**config.mk**
```make
export PLATFORM = sky130hd
export DESIGN_NAME = fighter_hit_resolver_flat
export DESIGN_NICKNAME = d
export VERILOG_FILES = /design/src/rtl/fighter_hit_resolver_pkg.sv /design/src/rtl/fighter_hit_resolver_if.sv /design/src/rtl/fighter_hit_resolver_box_gen.sv /design/src/rtl/fighter_hit_resolver.sv /design/src/flat_wrapper.sv
export SDC_FILE = /design/constraint.sdc
export NUM_CORES = 1
export LEC_CHECK = 0
export BUFFER_PORTS_ARGS = -buffer_cell sky130_fd_sc_hd__buf_2
export CELL_PAD_IN_SITES_DETAIL_PLACEMENT = 1
export CELL_PAD_IN_SITES_GLOBAL_PLACEMENT = 2
export CORE_ASPECT_RATIO = 1.4
export CORE_MARGIN = 3
export CORE_UTILIZATION = 29
export CTS_CLUSTER_SIZE = 12
export DETAILED_ROUTE_END_ITERATION = 8
export PLACE_DENSITY = 0.75
export RECOVER_POWER = 25
export SYNTH_ARGS = -nofsm -noshare
export SYNTH_HDL_FRONTEND = slang
export SYNTH_SLANG_ARGS = --single-unit
```
**constraint.sdc**
```tcl
create_clock -name clk -period 3.2 [get_ports clk]
set_input_delay 0.8 -clock clk [delete_from_list [all_inputs] [get_ports clk]]
set_output_delay 0.8 -clock clk [all_outputs]
set_load 0.02 [all_outputs]
```
**src/rtl/fighter_hit_resolver_pkg.sv**
```systemverilog
`default_nettype none
// +----------------------------------------------------------------------------+
// | fighter_hit_resolver_pkg                                                   |
// | Shared fighter state encodings, box geometry defaults, types and helpers.  |
// | Revision: 1.0                                                              |
// +----------------------------------------------------------------------------+
package fighter_hit_resolver_pkg;

  localparam logic [2:0] S_IDLE            = 3'd0;
  localparam logic [2:0] S_WALK            = 3'd1;
  localparam logic [2:0] S_CROUCH          = 3'd2;
  localparam logic [2:0] S_ATTACK_STARTUP  = 3'd3;
  localparam logic [2:0] S_ATTACK_ACTIVE   = 3'd4;
  localparam logic [2:0] S_ATTACK_RECOVERY = 3'd5;

  localparam int c_sprite_w       = 64;
  localparam int c_sprite_h       = 128;
  localparam int c_hurt_margin    = 10;
  localparam int c_hit_w          = 30;
  localparam int c_hit_h          = 60;
  localparam int c_coord_max      = 639;
  localparam int c_hitstop_frames = 8;

  typedef struct packed {
    logic [9:0] x1;
    logic [9:0] x2;
    logic [9:0] y1;
    logic [9:0] y2;
  } box_t;

  typedef enum logic [1:0] {
    ST_IDLE    = 2'd0,
    ST_SNAP    = 2'd1,
    ST_CHECK   = 2'd2,
    ST_HITSTOP = 2'd3
  } res_state_e;

  // Clamp a signed edge coordinate into [0, lim].
  function automatic logic [9:0] sat_edge(input logic signed [12:0] v, input logic [9:0] lim);
    logic [9:0] r;
    if (v < 13'sd0)
      r = '0;
    else if (v > $signed({3'b000, lim}))
      r = lim;
    else
      r = v[9:0];
    return r;
  endfunction

  function automatic logic boxes_overlap(input box_t a, input box_t b);
    return (a.x1 < b.x2) && (b.x1 < a.x2) && (a.y1 < b.y2) && (b.y1 < a.y2);
  endfunction

endpackage
`default_nettype wire

```
**src/rtl/fighter_hit_resolver_if.sv**
```systemverilog
`default_nettype none
// +----------------------------------------------------------------------------+
// | fighter_hit_resolver_if                                                    |
// | Fighter inputs and box/score outputs of the hit resolver.                  |
// | Optional overlay signals present when BOX_OVERLAY_EN is defined.           |
// | Revision: 1.0                                                              |
// +----------------------------------------------------------------------------+
interface fighter_hit_resolver_if;
  logic       frame_tick;
  logic [2:0] p1_state;
  logic [2:0] p2_state;
  logic [9:0] p1_x, p1_y, p2_x, p2_y;
  logic       p1_face_left, p2_face_left;
  logic [9:0] p1_hit_x1, p1_hit_x2, p1_hit_y1, p1_hit_y2;
  logic [9:0] p2_hit_x1, p2_hit_x2, p2_hit_y1, p2_hit_y2;
  logic [9:0] p1_hurt_x1, p1_hurt_x2, p1_hurt_y1, p1_hurt_y2;
  logic [9:0] p2_hurt_x1, p2_hurt_x2, p2_hurt_y1, p2_hurt_y2;
  logic       p1_hit_active, p2_hit_active;
  logic       p1_scores, p2_scores;
  logic       freeze;
`ifdef BOX_OVERLAY_EN
  logic [9:0] pix_x, pix_y;
  logic       ovl_hit, ovl_hurt;
`endif

  modport master (
    output frame_tick, p1_state, p2_state, p1_x, p1_y, p2_x, p2_y,
           p1_face_left, p2_face_left,
`ifdef BOX_OVERLAY_EN
    output pix_x, pix_y,
    input  ovl_hit, ovl_hurt,
`endif
    input  p1_hit_x1, p1_hit_x2, p1_hit_y1, p1_hit_y2,
           p2_hit_x1, p2_hit_x2, p2_hit_y1, p2_hit_y2,
           p1_hurt_x1, p1_hurt_x2, p1_hurt_y1, p1_hurt_y2,
           p2_hurt_x1, p2_hurt_x2, p2_hurt_y1, p2_hurt_y2,
           p1_hit_active, p2_hit_active, p1_scores, p2_scores, freeze
  );

  modport slave (
    input  frame_tick, p1_state, p2_state, p1_x, p1_y, p2_x, p2_y,
           p1_face_left, p2_face_left,
`ifdef BOX_OVERLAY_EN
    input  pix_x, pix_y,
    output ovl_hit, ovl_hurt,
`endif
    output p1_hit_x1, p1_hit_x2, p1_hit_y1, p1_hit_y2,
           p2_hit_x1, p2_hit_x2, p2_hit_y1, p2_hit_y2,
           p1_hurt_x1, p1_hurt_x2, p1_hurt_y1, p1_hurt_y2,
           p2_hurt_x1, p2_hurt_x2, p2_hurt_y1, p2_hurt_y2,
           p1_hit_active, p2_hit_active, p1_scores, p2_scores, freeze
  );
endinterface
`default_nettype wire

```
**src/rtl/fighter_hit_resolver_box_gen.sv**
```systemverilog
`default_nettype none
// +----------------------------------------------------------------------------+
// | fighter_box_gen                                                            |
// | Combinational hit/hurt box generator for one fighter, saturating edges.    |
// | Revision: 1.0                                                              |
// +----------------------------------------------------------------------------+
module fighter_box_gen
  import fighter_hit_resolver_pkg::*;
#(
  parameter int SPRITE_W    = c_sprite_w,
  parameter int SPRITE_H    = c_sprite_h,
  parameter int HURT_MARGIN = c_hurt_margin,
  parameter int HIT_W       = c_hit_w,
  parameter int HIT_H       = c_hit_h,
  parameter int COORD_MAX   = c_coord_max
) (
  input  wire logic [2:0] i_state,
  input  wire logic [9:0] i_x,
  input  wire logic [9:0] i_y,
  input  wire logic       i_face_left,
  output box_t            o_hit_box,
  output box_t            o_hurt_box,
  output logic            o_hit_active
);

  localparam logic signed [12:0] c_sw   = 13'(SPRITE_W);
  localparam logic signed [12:0] c_sh   = 13'(SPRITE_H);
  localparam logic signed [12:0] c_hm   = 13'(HURT_MARGIN);
  localparam logic signed [12:0] c_hw   = 13'(HIT_W);
  localparam logic signed [12:0] c_hh   = 13'(HIT_H);
  localparam logic signed [12:0] c_voff = 13'((SPRITE_H - HIT_H) / 2);
  localparam logic [9:0]         c_lim  = 10'(COORD_MAX);

  logic signed [12:0] w_x, w_y, w_hx1, w_hx2, w_hy1, w_hy2;
  logic               w_active;

  always_comb begin
    w_x      = $signed({3'b000, i_x});
    w_y      = $signed({3'b000, i_y});
    w_active = (i_state == S_ATTACK_ACTIVE);
    // Raw edges are kept wide and signed so the mirror to the left can go negative before clamping.
    w_hx1    = i_face_left ? (w_x - c_hw) : (w_x + c_sw);
    w_hx2    = w_hx1 + c_hw;
    w_hy1    = w_y + c_voff;
    w_hy2    = w_hy1 + c_hh;

    o_hurt_box.x1 = sat_edge(w_x + c_hm, c_lim);
    o_hurt_box.x2 = sat_edge(w_x + c_sw - c_hm, c_lim);
    o_hurt_box.y1 = sat_edge(w_y, c_lim);
    o_hurt_box.y2 = sat_edge(w_y + c_sh, c_lim);

    o_hit_box = '0;
    if (w_active) begin
      o_hit_box.x1 = sat_edge(w_hx1, c_lim);
      o_hit_box.x2 = sat_edge(w_hx2, c_lim);
      o_hit_box.y1 = sat_edge(w_hy1, c_lim);
      o_hit_box.y2 = sat_edge(w_hy2, c_lim);
    end
    o_hit_active = w_active;
  end

endmodule
`default_nettype wire

```
**src/rtl/fighter_hit_resolver.sv**
```systemverilog
`default_nettype none
// +----------------------------------------------------------------------------+
// | fighter_hit_resolver                                                       |
// | Two-player box snapshot, strict overlap test, one-hit-per-attack latches   |
// | and hitstop freeze. Optional pixel overlay enabled by BOX_OVERLAY_EN.      |
// | Revision: 1.0                                                              |
// +----------------------------------------------------------------------------+
module fighter_hit_resolver
  import fighter_hit_resolver_pkg::*;
#(
  parameter int SPRITE_W       = c_sprite_w,
  parameter int SPRITE_H       = c_sprite_h,
  parameter int HURT_MARGIN    = c_hurt_margin,
  parameter int HIT_W          = c_hit_w,
  parameter int HIT_H          = c_hit_h,
  parameter int COORD_MAX      = c_coord_max,
  parameter int HITSTOP_FRAMES = c_hitstop_frames
) (
  input wire logic              clk,
  input wire logic              rst,
  fighter_hit_resolver_if.slave bus
);

  localparam int              c_cnt_w   = (HITSTOP_FRAMES > 1) ? $clog2(HITSTOP_FRAMES + 1) : 1;
  localparam logic [c_cnt_w-1:0] c_cnt_one  = c_cnt_w'(1);
  localparam logic [c_cnt_w-1:0] c_cnt_load = c_cnt_w'(HITSTOP_FRAMES);

  box_t w_p1_hit, w_p1_hurt, w_p2_hit, w_p2_hurt;
  logic w_p1_act, w_p2_act;
  box_t r_p1_hit, r_p1_hurt, r_p2_hit, r_p2_hurt;
  logic r_p1_act, r_p2_act;
  logic r_p1_latch, r_p2_latch;
  logic r_p1_scores, r_p2_scores, r_freeze;
  logic [c_cnt_w-1:0] r_hs_cnt;

  res_state_e r_state, w_next;
  logic w_capture, w_resolve, w_load_cnt, w_dec_cnt, w_hs_end;
  logic w_p1_fire, w_p2_fire;

  fighter_box_gen #(
    .SPRITE_W(SPRITE_W), .SPRITE_H(SPRITE_H), .HURT_MARGIN(HURT_MARGIN),
    .HIT_W(HIT_W), .HIT_H(HIT_H), .COORD_MAX(COORD_MAX)
  ) u_box_p1 (
    .i_state(bus.p1_state), .i_x(bus.p1_x), .i_y(bus.p1_y), .i_face_left(bus.p1_face_left),
    .o_hit_box(w_p1_hit), .o_hurt_box(w_p1_hurt), .o_hit_active(w_p1_act)
  );

  fighter_box_gen #(
    .SPRITE_W(SPRITE_W), .SPRITE_H(SPRITE_H), .HURT_MARGIN(HURT_MARGIN),
    .HIT_W(HIT_W), .HIT_H(HIT_H), .COORD_MAX(COORD_MAX)
  ) u_box_p2 (
    .i_state(bus.p2_state), .i_x(bus.p2_x), .i_y(bus.p2_y), .i_face_left(bus.p2_face_left),
    .o_hit_box(w_p2_hit), .o_hurt_box(w_p2_hurt), .o_hit_active(w_p2_act)
  );

  always_ff @(posedge clk) begin
    if (rst)
      r_state <= ST_IDLE;
    else
      r_state <= w_next;
  end

  always_comb begin
    w_next     = r_state;
    w_capture  = 1'b0;
    w_resolve  = 1'b0;
    w_load_cnt = 1'b0;
    w_dec_cnt  = 1'b0;
    w_hs_end   = 1'b0;
    case (r_state)
      ST_IDLE: begin
        if (bus.frame_tick) begin
          w_next    = ST_SNAP;
          w_capture = 1'b1;
        end
      end
      ST_SNAP: begin
        w_next    = ST_CHECK;
        w_resolve = 1'b1;
      end
      ST_CHECK: begin
        if ((r_p1_scores || r_p2_scores) && (HITSTOP_FRAMES > 0)) begin
          w_next     = ST_HITSTOP;
          w_load_cnt = 1'b1;
        end else begin
          w_next = ST_IDLE;
        end
      end
      ST_HITSTOP: begin
        if (bus.frame_tick) begin
          if (r_hs_cnt <= c_cnt_one) begin
            w_next   = ST_IDLE;
            w_hs_end = 1'b1;
          end else begin
            w_dec_cnt = 1'b1;
          end
        end
      end
      default: w_next = ST_IDLE;
    endcase
  end

  // An attacker whose latch is still set from the current attack cannot score again.
  assign w_p1_fire = r_p1_act && !r_p1_latch && boxes_overlap(r_p1_hit, r_p2_hurt);
  assign w_p2_fire = r_p2_act && !r_p2_latch && boxes_overlap(r_p2_hit, r_p1_hurt);

  always_ff @(posedge clk) begin
    if (rst) begin
      r_p1_hit    <= '0;
      r_p1_hurt   <= '0;
      r_p2_hit    <= '0;
      r_p2_hurt   <= '0;
      r_p1_act    <= 1'b0;
      r_p2_act    <= 1'b0;
      r_p1_latch  <= 1'b0;
      r_p2_latch  <= 1'b0;
      r_p1_scores <= 1'b0;
      r_p2_scores <= 1'b0;
      r_freeze    <= 1'b0;
      r_hs_cnt    <= '0;
    end else begin
      r_p1_scores <= 1'b0;
      r_p2_scores <= 1'b0;
      if (w_capture) begin
        r_p1_hit  <= w_p1_hit;
        r_p1_hurt <= w_p1_hurt;
        r_p2_hit  <= w_p2_hit;
        r_p2_hurt <= w_p2_hurt;
        r_p1_act  <= w_p1_act;
        r_p2_act  <= w_p2_act;
      end
      if (w_resolve) begin
        r_p1_scores <= w_p1_fire;
        r_p2_scores <= w_p2_fire;
        r_p1_latch  <= (r_p1_latch && r_p1_act) || w_p1_fire;
        r_p2_latch  <= (r_p2_latch && r_p2_act) || w_p2_fire;
        r_freeze    <= (w_p1_fire || w_p2_fire) && (HITSTOP_FRAMES > 0);
      end
      if (w_load_cnt)
        r_hs_cnt <= c_cnt_load;
      else if (w_dec_cnt)
        r_hs_cnt <= r_hs_cnt - c_cnt_one;
      if (w_hs_end)
        r_freeze <= 1'b0;
    end
  end

  assign bus.p1_hit_x1     = r_p1_hit.x1;
  assign bus.p1_hit_x2     = r_p1_hit.x2;
  assign bus.p1_hit_y1     = r_p1_hit.y1;
  assign bus.p1_hit_y2     = r_p1_hit.y2;
  assign bus.p2_hit_x1     = r_p2_hit.x1;
  assign bus.p2_hit_x2     = r_p2_hit.x2;
  assign bus.p2_hit_y1     = r_p2_hit.y1;
  assign bus.p2_hit_y2     = r_p2_hit.y2;
  assign bus.p1_hurt_x1    = r_p1_hurt.x1;
  assign bus.p1_hurt_x2    = r_p1_hurt.x2;
  assign bus.p1_hurt_y1    = r_p1_hurt.y1;
  assign bus.p1_hurt_y2    = r_p1_hurt.y2;
  assign bus.p2_hurt_x1    = r_p2_hurt.x1;
  assign bus.p2_hurt_x2    = r_p2_hurt.x2;
  assign bus.p2_hurt_y1    = r_p2_hurt.y1;
  assign bus.p2_hurt_y2    = r_p2_hurt.y2;
  assign bus.p1_hit_active = r_p1_act;
  assign bus.p2_hit_active = r_p2_act;
  assign bus.p1_scores     = r_p1_scores;
  assign bus.p2_scores     = r_p2_scores;
  assign bus.freeze        = r_freeze;

`ifdef BOX_OVERLAY_EN
  logic r_ovl_hit, r_ovl_hurt;

  function automatic logic pix_in(input box_t b, input logic [9:0] px, input logic [9:0] py);
    return (px >= b.x1) && (px <= b.x2) && (py >= b.y1) && (py <= b.y2);
  endfunction

  always_ff @(posedge clk) begin
    if (rst) begin
      r_ovl_hit  <= 1'b0;
      r_ovl_hurt <= 1'b0;
    end else begin
      r_ovl_hit  <= (r_p1_act && pix_in(r_p1_hit, bus.pix_x, bus.pix_y)) ||
                    (r_p2_act && pix_in(r_p2_hit, bus.pix_x, bus.pix_y));
      r_ovl_hurt <= pix_in(r_p1_hurt, bus.pix_x, bus.pix_y) ||
                    pix_in(r_p2_hurt, bus.pix_x, bus.pix_y);
    end
  end

  assign bus.ovl_hit  = r_ovl_hit;
  assign bus.ovl_hurt = r_ovl_hurt;
`endif

endmodule
`default_nettype wire

```
**src/flat_wrapper.sv**
```systemverilog
// flat-port wrapper written by rule: the top's interface ports become plain ports
module fighter_hit_resolver_flat import fighter_hit_resolver_pkg::*;
#(
  parameter int SPRITE_W       = c_sprite_w,
  parameter int SPRITE_H       = c_sprite_h,
  parameter int HURT_MARGIN    = c_hurt_margin,
  parameter int HIT_W          = c_hit_w,
  parameter int HIT_H          = c_hit_h,
  parameter int COORD_MAX      = c_coord_max,
  parameter int HITSTOP_FRAMES = c_hitstop_frames
)
  (clk, rst, bus_frame_tick, bus_p1_state, bus_p2_state, bus_p1_x, bus_p1_y, bus_p2_x, bus_p2_y, bus_p1_face_left, bus_p2_face_left, bus_p1_hit_x1, bus_p1_hit_x2, bus_p1_hit_y1, bus_p1_hit_y2, bus_p2_hit_x1, bus_p2_hit_x2, bus_p2_hit_y1, bus_p2_hit_y2, bus_p1_hurt_x1, bus_p1_hurt_x2, bus_p1_hurt_y1, bus_p1_hurt_y2, bus_p2_hurt_x1, bus_p2_hurt_x2, bus_p2_hurt_y1, bus_p2_hurt_y2, bus_p1_hit_active, bus_p2_hit_active, bus_p1_scores, bus_p2_scores, bus_freeze);
  fighter_hit_resolver_if bus_i ();
  input wire logic clk;
  input wire logic rst;
  input wire logic [$bits(bus_i.frame_tick)-1:0] bus_frame_tick;
  input wire logic [$bits(bus_i.p1_state)-1:0] bus_p1_state;
  input wire logic [$bits(bus_i.p2_state)-1:0] bus_p2_state;
  input wire logic [$bits(bus_i.p1_x)-1:0] bus_p1_x;
  input wire logic [$bits(bus_i.p1_y)-1:0] bus_p1_y;
  input wire logic [$bits(bus_i.p2_x)-1:0] bus_p2_x;
  input wire logic [$bits(bus_i.p2_y)-1:0] bus_p2_y;
  input wire logic [$bits(bus_i.p1_face_left)-1:0] bus_p1_face_left;
  input wire logic [$bits(bus_i.p2_face_left)-1:0] bus_p2_face_left;
  output wire logic [$bits(bus_i.p1_hit_x1)-1:0] bus_p1_hit_x1;
  output wire logic [$bits(bus_i.p1_hit_x2)-1:0] bus_p1_hit_x2;
  output wire logic [$bits(bus_i.p1_hit_y1)-1:0] bus_p1_hit_y1;
  output wire logic [$bits(bus_i.p1_hit_y2)-1:0] bus_p1_hit_y2;
  output wire logic [$bits(bus_i.p2_hit_x1)-1:0] bus_p2_hit_x1;
  output wire logic [$bits(bus_i.p2_hit_x2)-1:0] bus_p2_hit_x2;
  output wire logic [$bits(bus_i.p2_hit_y1)-1:0] bus_p2_hit_y1;
  output wire logic [$bits(bus_i.p2_hit_y2)-1:0] bus_p2_hit_y2;
  output wire logic [$bits(bus_i.p1_hurt_x1)-1:0] bus_p1_hurt_x1;
  output wire logic [$bits(bus_i.p1_hurt_x2)-1:0] bus_p1_hurt_x2;
  output wire logic [$bits(bus_i.p1_hurt_y1)-1:0] bus_p1_hurt_y1;
  output wire logic [$bits(bus_i.p1_hurt_y2)-1:0] bus_p1_hurt_y2;
  output wire logic [$bits(bus_i.p2_hurt_x1)-1:0] bus_p2_hurt_x1;
  output wire logic [$bits(bus_i.p2_hurt_x2)-1:0] bus_p2_hurt_x2;
  output wire logic [$bits(bus_i.p2_hurt_y1)-1:0] bus_p2_hurt_y1;
  output wire logic [$bits(bus_i.p2_hurt_y2)-1:0] bus_p2_hurt_y2;
  output wire logic [$bits(bus_i.p1_hit_active)-1:0] bus_p1_hit_active;
  output wire logic [$bits(bus_i.p2_hit_active)-1:0] bus_p2_hit_active;
  output wire logic [$bits(bus_i.p1_scores)-1:0] bus_p1_scores;
  output wire logic [$bits(bus_i.p2_scores)-1:0] bus_p2_scores;
  output wire logic [$bits(bus_i.freeze)-1:0] bus_freeze;
  assign bus_i.frame_tick = bus_frame_tick;
  assign bus_i.p1_state = bus_p1_state;
  assign bus_i.p2_state = bus_p2_state;
  assign bus_i.p1_x = bus_p1_x;
  assign bus_i.p1_y = bus_p1_y;
  assign bus_i.p2_x = bus_p2_x;
  assign bus_i.p2_y = bus_p2_y;
  assign bus_i.p1_face_left = bus_p1_face_left;
  assign bus_i.p2_face_left = bus_p2_face_left;
  assign bus_p1_hit_x1 = bus_i.p1_hit_x1;
  assign bus_p1_hit_x2 = bus_i.p1_hit_x2;
  assign bus_p1_hit_y1 = bus_i.p1_hit_y1;
  assign bus_p1_hit_y2 = bus_i.p1_hit_y2;
  assign bus_p2_hit_x1 = bus_i.p2_hit_x1;
  assign bus_p2_hit_x2 = bus_i.p2_hit_x2;
  assign bus_p2_hit_y1 = bus_i.p2_hit_y1;
  assign bus_p2_hit_y2 = bus_i.p2_hit_y2;
  assign bus_p1_hurt_x1 = bus_i.p1_hurt_x1;
  assign bus_p1_hurt_x2 = bus_i.p1_hurt_x2;
  assign bus_p1_hurt_y1 = bus_i.p1_hurt_y1;
  assign bus_p1_hurt_y2 = bus_i.p1_hurt_y2;
  assign bus_p2_hurt_x1 = bus_i.p2_hurt_x1;
  assign bus_p2_hurt_x2 = bus_i.p2_hurt_x2;
  assign bus_p2_hurt_y1 = bus_i.p2_hurt_y1;
  assign bus_p2_hurt_y2 = bus_i.p2_hurt_y2;
  assign bus_p1_hit_active = bus_i.p1_hit_active;
  assign bus_p2_hit_active = bus_i.p2_hit_active;
  assign bus_p1_scores = bus_i.p1_scores;
  assign bus_p2_scores = bus_i.p2_scores;
  assign bus_freeze = bus_i.freeze;
  fighter_hit_resolver #(.SPRITE_W(SPRITE_W), .SPRITE_H(SPRITE_H), .HURT_MARGIN(HURT_MARGIN), .HIT_W(HIT_W), .HIT_H(HIT_H), .COORD_MAX(COORD_MAX), .HITSTOP_FRAMES(HITSTOP_FRAMES)) u_core (.clk(clk), .rst(rst), .bus(bus_i));
endmodule
```
== Yosys cells after proc, flatten, opt, wreduce, memory -nomap -nowiden ==
Cells that the tools add are included.
W data, S select, Z words.

* Register bits after elaboration: 173
* Latch bits: 0
* RAM bits: 0
* Bits in read-only memories: 0
* Input bits: 51
* Output and inout port bits: 165
* Word-level logic and storage cells: 167
* Memories: 0

* Add/subtract/negate cells: 17
* Multipliers: 0
* Divide/modulo/power cells: 0
* Order comparisons: 39
* Eq/ne operators: 8
* Shifts and indexed selects: 0
* Muxes and demuxes: 52
* Bitwise operators: 1
* Reductions and logical operators: 24

{| class="wikitable"
|+ Operators by type and width
! cell !! count
|-
| $mux W10 || 30
|-
| $lt A10 B10 Y1 || 8
|-
| $mux W40 || 2
|-
| $gt A11 B10 Y1 const B || 6
|-
| $lt A11 B1 Y1 const B || 6
|-
| $gt A13 B11 Y1 const B || 4
|-
| $lt A13 B1 Y1 const B || 4
|-
| $lt A12 B1 Y1 const B || 4
|-
| $add A13 B6 Y13 const B || 2
|-
| $mux W13 || 2
|-
| $add A11 B6 Y12 const B || 2
|-
| $gt A12 B10 Y1 const B || 2
|-
| $gt A12 B11 Y1 const B || 2
|-
| $sub A11 B4 Y12 const B || 2
|-
| $add A10 B4 Y11 const B || 2
|-
| $add A10 B6 Y11 const B || 2
|-
| $add A10 B7 Y11 const B || 2
|-
| $add A10 B8 Y11 const B || 2
|-
| $sub A10 B5 Y11 const B || 2
|-
| $gt A10 B10 Y1 const B || 2
|-
| $logic_and A1 B1 Y1 || 12
|-
| $mux W1 || 11
|-
| $mux W2 || 4
|-
| $mux W4 || 2
|-
| other kinds (15) || 24
|}

== Depth between registers and ports, before layout ==
Gate-level depths: netlist of the first run.

* Depth after elaboration: 7
* Gate-level depth with buffers: 13
* Mapped depth without buffers: 12

== By module ==
A second synthesis of the first run with hierarchy kept.

* Cells, all modules: 1784
* Area, all modules: 12944.9 um^2

{| class="wikitable"
|+ By module, submodules not included
! module !! times used !! cells each !! area an instance (um^2) !! sequential area each (um^2)
|-
| fighter_hit_resolver || 1 || 1016 || 7808.7 || 3463.3
|-
| fighter_box_gen (u_core.u_box_p1) || 1 || 383 || 2608.8 || 0.0
|-
| fighter_box_gen (u_core.u_box_p2) || 1 || 385 || 2527.4 || 0.0
|}

== Least setup slack after synthesis of the first run ==
Ideal clock, no wire load.

* Path kind: input to register
* Start: input port bus_p1_x[1]
* End: register u_core.r_p1_hit (netlist bit u_core.bus.p1_hit_x2[5])
* Arrival time: 3133 ps
* Setup slack: -28 ps
* Cell stages on the path: 13
* Buffers on the path: 1
* Path through: buf_2 inv_1 ha_1 nand2_1 o21ai_0 inv_1 ha_1 nand3_1 nor2b_1 and4b_1 o31a_1 o21a_2 a221oi_1

* Longest elaborated chain between the ends: 7

{| class="wikitable"
|+ RTL lines
! what !! line !! RTL
|-
| from (decl) || flat_wrapper.sv:19 || <nowiki>input wire logic [$bits(bus_i.p1_x)-1:0] bus_p1_x;</nowiki>
|-
| $add A10 B7 Y11 / $sub A10 B5 Y11 (equally long branches) || fighter_hit_resolver_box_gen.sv:42 || <nowiki>w_hx1 = i_face_left ? (w_x - c_hw) : (w_x + c_sw);</nowiki>
|-
| $mux W13 (*) || fighter_hit_resolver_box_gen.sv:42 ||
|-
| $add A13 B6 Y13 (*) || fighter_hit_resolver_box_gen.sv:43 || <nowiki>w_hx2 = w_hx1 + c_hw;</nowiki>
|-
| $gt A13 B11 Y1 || fighter_hit_resolver_pkg.sv:43 || <nowiki>else if (v > $signed({3'b000, lim}))</nowiki>
|-
| $mux W10 || fighter_hit_resolver_pkg.sv:43 ||
|-
| $mux W10 (*) || fighter_hit_resolver_pkg.sv:41 || <nowiki>if (v < 13'sd0)</nowiki>
|-
| $mux W40 (*) || fighter_hit_resolver_box_gen.sv:53 || <nowiki>if (w_active) begin</nowiki>
|-
| to (signal assigned) || fighter_hit_resolver.sv:125 || <nowiki>r_p1_hit <= w_p1_hit;</nowiki>
|-
| to (decl) || fighter_hit_resolver.sv:30 || <nowiki>box_t r_p1_hit, r_p1_hurt, r_p2_hit, r_p2_hurt;</nowiki>
|}

Every way passes the cells marked *; elsewhere a longest branch is shown, timed or not.
A chain may end at the register's enable or synchronous reset.

== Worst setup path in the final report of the first run ==
* Start: input port bus_p1_x[2]
* End: register u_core.r_p1_hit (netlist bit u_core.bus.p1_hit_x2[5])

Same word-level chain as after synthesis.

==> flow_metrics.py, run 1 <==
metrics = {
    "critical_path": {
        "critPathRequiredTime_ns": 3.55,
        "cp-end-kind": "register",
        "crit_path_start_kind": "input pin",
        "critical_path.max_fanout": 9,
        "critical-path-max-stage-delay_ns": 0.37,
        "worst_ep_arrival_time_ns": 3.22,
        "path_common_cell": "xnor2_1",
        "critPathKind": "input pin to register",
        "cp_cell_sequence": "buf_2 > ha_1 > xnor2_1 > a31oi_2 > xnor2_1 > nor4b_1 > o2111ai_1 > o31a_1 > o21a_2 > a221oi_1",
        "crit_slowest_cell": "ha_1",
    },
    "synth": {
        "yosysWarnings": 0,
        "ys_async_sr_fraction_pct": 0,
        "synth_edf_count": 0,
        "synth_nets": 1549,
        "synth-seq-area-share_pct": 31.33,
        "synthDistinctLibCells": 80,
        "ys_seq_elements": 173,
        "synth_cells": 1394,
        "syn_area_um2": 11060,
        "syn_avg_cell_area_um2": 7.931,
        "ys_dominant_reg_cell": "dfxtp_1",
    },
    "min_path": {
        "hold_path.class": "register to register",
    },
    "power": {
        "total_leakage_power_nw": 5.834,
        "irDropWorstVdd_mv": 0.2643,
        "power_density_nw_per_um2": 441.2,
        "fin_total_pwr_mw": 6.052,
    },
    "layout": {
        "syn_to_final_growth_pct": 24.06,
        "antenna_cells": 0,
        "nets": 1820,
        "fin_cells": 2151,
        "drive_above_1_share_pct": 18.30,
    },
    "sta": {
        "period_minus_slack_ns": 2.867,
        "worst_slew_pin_slew_ns": 1.360,
        "drv_slew": 0,
        "final.setup_skew_ns": 0.01225,
        "slew-limit-headroom_pct": 9.088,
        "setup_violations": 0,
        "fmax_mhz": 348.8,
        "setup_ws_ns": 0.3334,
        "hold_violations": 0,
        "grt_setup_unrepaired": "no",
        "hold_slack_ns": 0.4712,
        "fin_crit_sh_pct": 89.58,
    },
    "global_routing": {
        "grt_pass1_wl_mm": 67.54,
        "antenna_found_initial": 0,
        "grt_use_total_pct": 21.75,
        "overflow": 0,
        "grt_max_degree": 78,
        "grt_pass1_vias": 11340,
    },
    "placement": {
        "gp_congestion": 0.9068,
        "dp.cells": 2119,
        "io_buffers": 215,
        "place_ws_ns": -0.09008,
        "dp_hpwl_mm": 36.12,
    },
    "floorplan": {
        "core_area_um2": 37630,
        "rows": 84,
        "initial_core_util_pct": 29.38,
        "ios": 216,
        "dieHeight_um": 237.0,
        "die_w_um": 171.0,
        "die_area_um2": 40530,
    },
    "cts": {
        "cts_resized": 0,
        "clockBufferDepth": 2,
        "clkLatencyLatePin_ns": 0.46,
        "ctsHoldBuffers": 0,
        "cts_tree": "yes",
        "root_buffer": "clkbuf_16",
        "cts_made_buffers": 17,
        "h-tree-depth": 4,
        "post-cts-setup-buffer-count": 0,
        "path_clk_slew_ns": 0.07,
        "cts_sinks": 173,
    },
    "route": {
        "drt_iter0_markers": 487,
        "drtAntennaViolNets": 0,
        "dr_total_vias": 11190,
        "via_per_inst": 5.203,
        "first_pass_iters": 5,
        "wire_per_inst_um": 20.66,
        "drc": 0,
        "wirelength_mm": 44.45,
    },
    "run_status": {
        "outcome": "finished, final reports clean",
    },
    "job": {
        "drv_cap": 0,
    },
}
Yosys cell counts, types with 4 or more instances:
cell type / number / share of area [%]
o21a_1: 6 / 0.41
nor3_1: 49 / 2.2
nand2b_1: 28 / 1.6
ha_1: 104 / 12
nand4_1: 12 / 0.68
a41o_1: 4 / 0.36
a41oi_1: 5 / 0.40
a211oi_1: 32 / 2.2
nor2_1: 121 / 4.1
o21ai_0: 59 / 2.7
nand3_1: 40 / 1.8
nor4_1: 12 / 0.68
a31oi_1: 11 / 0.62
a221oi_1: 10 / 0.79
nor3b_1: 4 / 0.27
or2_2: 4 / 0.23
inv_1: 108 / 3.7
xor2_1: 32 / 2.5
a2bb2oi_1: 4 / 0.32
or3_1: 9 / 0.51
nand2_1: 139 / 4.7
mux2i_1: 5 / 0.45
o21ai_1: 6 / 0.27
nor4b_1: 4 / 0.32
buf_2: 15 / 0.68
nor2b_1: 16 / 0.91
nand3b_1: 10 / 0.68
xnor2_1: 52 / 4.1
and3_1: 5 / 0.28
a21o_1: 32 / 2.2
o211ai_1: 21 / 1.4
dfxtp_1: 173 / 31
a22oi_1: 15 / 1.0
a21oi_1: 119 / 5.4
clkbuf_1: 51 / 1.7
o2111ai_1: 6 / 0.48
a22o_1: 6 / 0.48
cells in the final DEF (no fill, tap or decap), drive strengths merged, types with 13 or more instances in the layout:
| cell type | n |
|---|---|
| buf | 251 |
| nand3 | 40 |
| xor2 | 33 |
| o21ai | 65 |
| nand2 | 139 |
| nor4 | 13 |
| a21o | 33 |
| o211ai | 22 |
| a21oi | 123 |
| dfxtp | 173 |
| a211oi | 32 |
| inv | 111 |
| nor2 | 121 |
| clkbuf | 92 |
| nor3 | 49 |
| nor2b | 16 |
| xnor2 | 52 |
| nand2b | 28 |
| a22oi | 15 |
| ha | 104 |
power breakdown:
group          internal (mW)  switching [mW]  leakage, nW
registers               2.27           0.126         1.41
logic                  0.639            1.06         4.18
clock network          0.997           0.962        0.239
stage by stage:
step                area [µm²]  setup TNS [ns]  utilization, %
floorplan                11060               0               -
global placement         13290        -0.06177           35.31
detailed placement       13290         -0.5655           35.31
CTS                      13810               0           36.71
global route             13720               0           36.45
finish                   13720               0           36.45
logic make-up after synthesis:
family	count (synthesis)	share of synthesized area, %
flip-flops	173	31.33
multiplexers	5	0.4527
XOR/XNOR	86	7.107
buffers and inverters	179	6.349
AO/OA/AOI/OAI	381	23.00
adder cells (fa/ha/maj)	104	11.77
AND/OR/NAND/NOR	466	20.00
per-layer routing:
layer  wire, µm  up-vias  GRT usage [%]  share of wire, %
met5          0        -              0                 0
met4       1552        0          8.077               3.5
met3       1308       69          2.672               2.9
met2      24050      243          41.73                54
met1      17530     5415          24.00                39
li1           -     5464              -                 -
critical path, delay by kind of cell:
kind,cells,cell delay [ns]
simple gates,1,0.30
xor+xnor,2,0.36
buf+inv,1,0.17
compound gates,5,1.20
fa+ha+maj,1,0.37
cell type report:
class,instances,area (µm²)
clock inverters,12,90.09
inverters,108,405.4
flip-flops and latches,173,3463
multi-input cells,1042,6904
fillers,4664,23910
repair buffers,323,1824
well taps,473,591.8
clock buffers,20,436.7
sequential cells by signal (all words and copies together), names as in the netlist, 2 cells and up:
name,cells
u_core.bus.p1_hurt_y1,10
u_core.r_state,2
u_core.bus.p1_hurt_x2,10
u_core.bus.p1_hit_x1,10
u_core.r_hs_cnt,4
u_core.bus.p2_hurt_y2,10
u_core.bus.p2_hurt_x2,10
u_core.bus.p1_hit_x2,10
u_core.bus.p2_hit_x1,10
u_core.bus.p1_hurt_x1,10
u_core.bus.p2_hurt_x1,10
u_core.bus.p1_hit_y2,10
u_core.bus.p2_hit_y1,10
u_core.bus.p1_hit_y1,10
u_core.bus.p2_hurt_y1,10
u_core.bus.p1_hurt_y2,10
u_core.bus.p2_hit_y2,10
u_core.bus.p2_hit_x2,10
worst paths after layout:
check                                            start  depth (start not counted)  slack [ns]                                    end
setup reg to reg        u_core.r_state[1]$_SDFFE_PP0P_                          6        0.48  u_core.bus.p2_hurt_x1[3]$_SDFFE_PP0P_
hold / removal    u_core.bus.p1_hit_x2[9]$_SDFFE_PP0P_                          2        0.47   u_core.bus.p1_hit_x2[9]$_SDFFE_PP0P_
setup / recovery                           bus_p1_x[2]                         10        0.33   u_core.bus.p1_hit_x2[5]$_SDFFE_PP0P_
hold reg to reg   u_core.bus.p1_hit_x2[9]$_SDFFE_PP0P_                          2        0.47   u_core.bus.p1_hit_x2[9]$_SDFFE_PP0P_
No activity file was read; power rests on OpenSTA's default activity.
==> run 2, diff against run 1 <==
GPL_TIMING_DRIVEN = 0   (was not set)
==> run 2 against run 1 <==
- cell count is 2.0% lower
- critical endpoint is now u_core.bus.p2_hit_x2[8]$_SDFFE_PP0P_
- fmax is 5.7% lower
- first-iteration DRC count is 15% higher
- register-to-register slack worse by 0.31 ns
==> flow_metrics.py, run 2 (synthesis results as in run 1) <==
metrics = {
    "run_status": {
        "outcome": "finished, final reports clean",
    },
    "cts": {
        "cts_made_buffers": 17,
        "cts_sinks": 173,
        "cts_tree": "yes",
        "path_clk_slew_ns": 0.07,
        "h-tree-depth": 4,
        "clkLatencyLatePin_ns": 0.46,
        "clockBufferDepth": 2,
        "root_buffer": "clkbuf_16",
    },
    "sta": {
        "fmax_mhz": 328.9,
        "worst_slew_pin_slew_ns": 1.175,
        "period_minus_slack_ns": 3.040,
        "hold_violations": 0,
        "slew-limit-headroom_pct": 21.49,
        "grt_setup_unrepaired": "no",
        "final.setup_skew_ns": 0.01138,
        "setup_ws_ns": 0.1599,
        "fin_crit_sh_pct": 95.00,
        "setup_violations": 0,
        "hold_slack_ns": 0.4715,
        "drv_slew": 0,
    },
    "route": {
        "drt_iter0_markers": 558,
        "drc": 0,
        "wirelength_mm": 47.30,
        "first_pass_iters": 7,
        "via_per_inst": 5.299,
        "dr_total_vias": 11170,
        "wire_per_inst_um": 22.44,
        "drtAntennaViolNets": 0,
    },
    "floorplan": {
        "initial_core_util_pct": 29.38,
        "die_area_um2": 40530,
        "rows": 84,
        "ios": 216,
        "dieHeight_um": 237.0,
        "die_w_um": 171.0,
        "core_area_um2": 37630,
    },
    "power": {
        "power_density_nw_per_um2": 468.7,
        "total_leakage_power_nw": 5.454,
        "fin_total_pwr_mw": 6.273,
        "irDropWorstVdd_mv": 0.2778,
    },
    "global_routing": {
        "grt_pass1_wl_mm": 70.16,
        "antenna_found_initial": 0,
        "grt_max_degree": 17,
        "grt_pass1_vias": 11430,
        "overflow": 0,
        "grt_use_total_pct": 22.93,
    },
    "layout": {
        "multi_input_area_um2": 7062,
        "mostFrequentLayoutCell": "dfxtp_1",
        "seq_area_um2": 3463,
        "nets": 1777,
        "design_area_um2": 13380,
        "most-common-layout-cells": "173 x dfxtp_1, 138 x buf_2, 138 x nand2_1",
        "antenna_cells": 0,
        "fill_cells": 4683,
        "syn_to_final_growth_pct": 21.05,
        "drive_above_1_share_pct": 13.52,
    },
    "critical_path": {
        "critical_path.max_fanout": 10,
        "crit_path_start_kind": "input pin",
        "critPathRequiredTime_ns": 3.55,
        "cp-end-kind": "register",
        "critPathKind": "input pin to register",
        "worst_ep_arrival_time_ns": 3.39,
    },
    "placement": {
        "gp_congestion": 0.8770,
        "io_buffers": 208,
        "place_ws_ns": -0.7759,
        "dp_hpwl_mm": 38.97,
        "dpl_cell_area_um2": 12690,
    },
    "job": {
        "drv_cap": 0,
    },
    "min_path": {
        "hold_path.class": "register to register",
    },
}
-- run 2: changes by cell type in the layout (fill, tap and decap cells not counted), moves of 3 or more --
| cell | change |
|---|---|
| buf_4 | -105 |
| clkbuf_1 | +60 |
| clkinvlp_4 | -5 |
| buf_2 | -4 |
| buf_1 | +3 |
| bufinv_16 | +3 |
| clkinv_4 | +3 |
| xor2_1 | -3 |
| xor2_2 | +3 |
-- run 2: what timing repair did --
action                     CTS  global route
pin swaps                    0             3
gates cloned                 0             0
setup endpoints to repair   27            45
resized for setup            8            27
buffers inserted             0             1
hold buffers                 0             0
-- run 2: final cells by class --
type / instances / share of cell area [%]
plain buffers: 71 / 2.272
clock buffers: 18 / 3.207
clock inverters: 14 / 1.374
inverters: 108 / 3.029
multi-input cells: 1042 / 52.77
flip-flops and latches: 173 / 25.88
well taps: 473 / 4.422
repair buffers: 209 / 7.049
-- run 2: path summary, 6_finish.rpt --
| check | from | end | slack, ns | cells past startpoint |
|---|---|---|---|---|
| max | bus_p2_x[1] | u_core.bus.p2_hit_x2[8]$_SDFFE_PP0P_ | 0.16 | 12 |
| min | u_core.bus.p2_hit_y2[0]$_SDFFE_PP0P_ | u_core.bus.p2_hit_y2[0]$_SDFFE_PP0P_ | 0.47 | 2 |
| min reg2reg | u_core.bus.p2_hit_y2[0]$_SDFFE_PP0P_ | u_core.bus.p2_hit_y2[0]$_SDFFE_PP0P_ | 0.47 | 2 |
| max reg2reg | u_core.bus.p1_hurt_x2[5]$_SDFFE_PP0P_ | u_core.bus.freeze$_SDFFE_PP0N_ | 0.17 | 10 |
-- run 2: through the flow --
step	instances	setup TNS, ns	util (%)
after floorplan	1394	0	-
after global placement	2075	-25.52	33.74
after detailed placement	2075	-29.40	33.74
after CTS	2107	0	35.44
after global routing	2108	0	35.57
final	2108	0	35.57
-- run 2: where the power goes --
group / total [mW] / internal, mW / switching, mW
registers: 2.40 / 2.27 / 0.130
logic: 1.62 / 0.533 / 1.09
clock network: 2.25 / 1.25 / 1.01
-- run 2: per-layer routing --
metal,GRT usage [%],vias up,routed length (µm),share of wire (%)
li1,-,5386,-,-
met1,25.69,5519,18860,40
met2,43.91,213,25700,54
met3,2.839,53,1310,2.8
met4,7.735,0,1430,3.0
met5,0,-,0,0
-- run 2: critical path, stage by stage --
cell and delay, ns:
buf_2 0.10, buf_2 0.23, inv_1 0.12, ha_1 0.41, mux2i_4 0.26, ha_1 0.25
nand3_1 0.19, nand4_1 0.25, o21ai_0 0.15, a31oi_2 0.27, o22ai_1 0.12, a32o_1 0.25
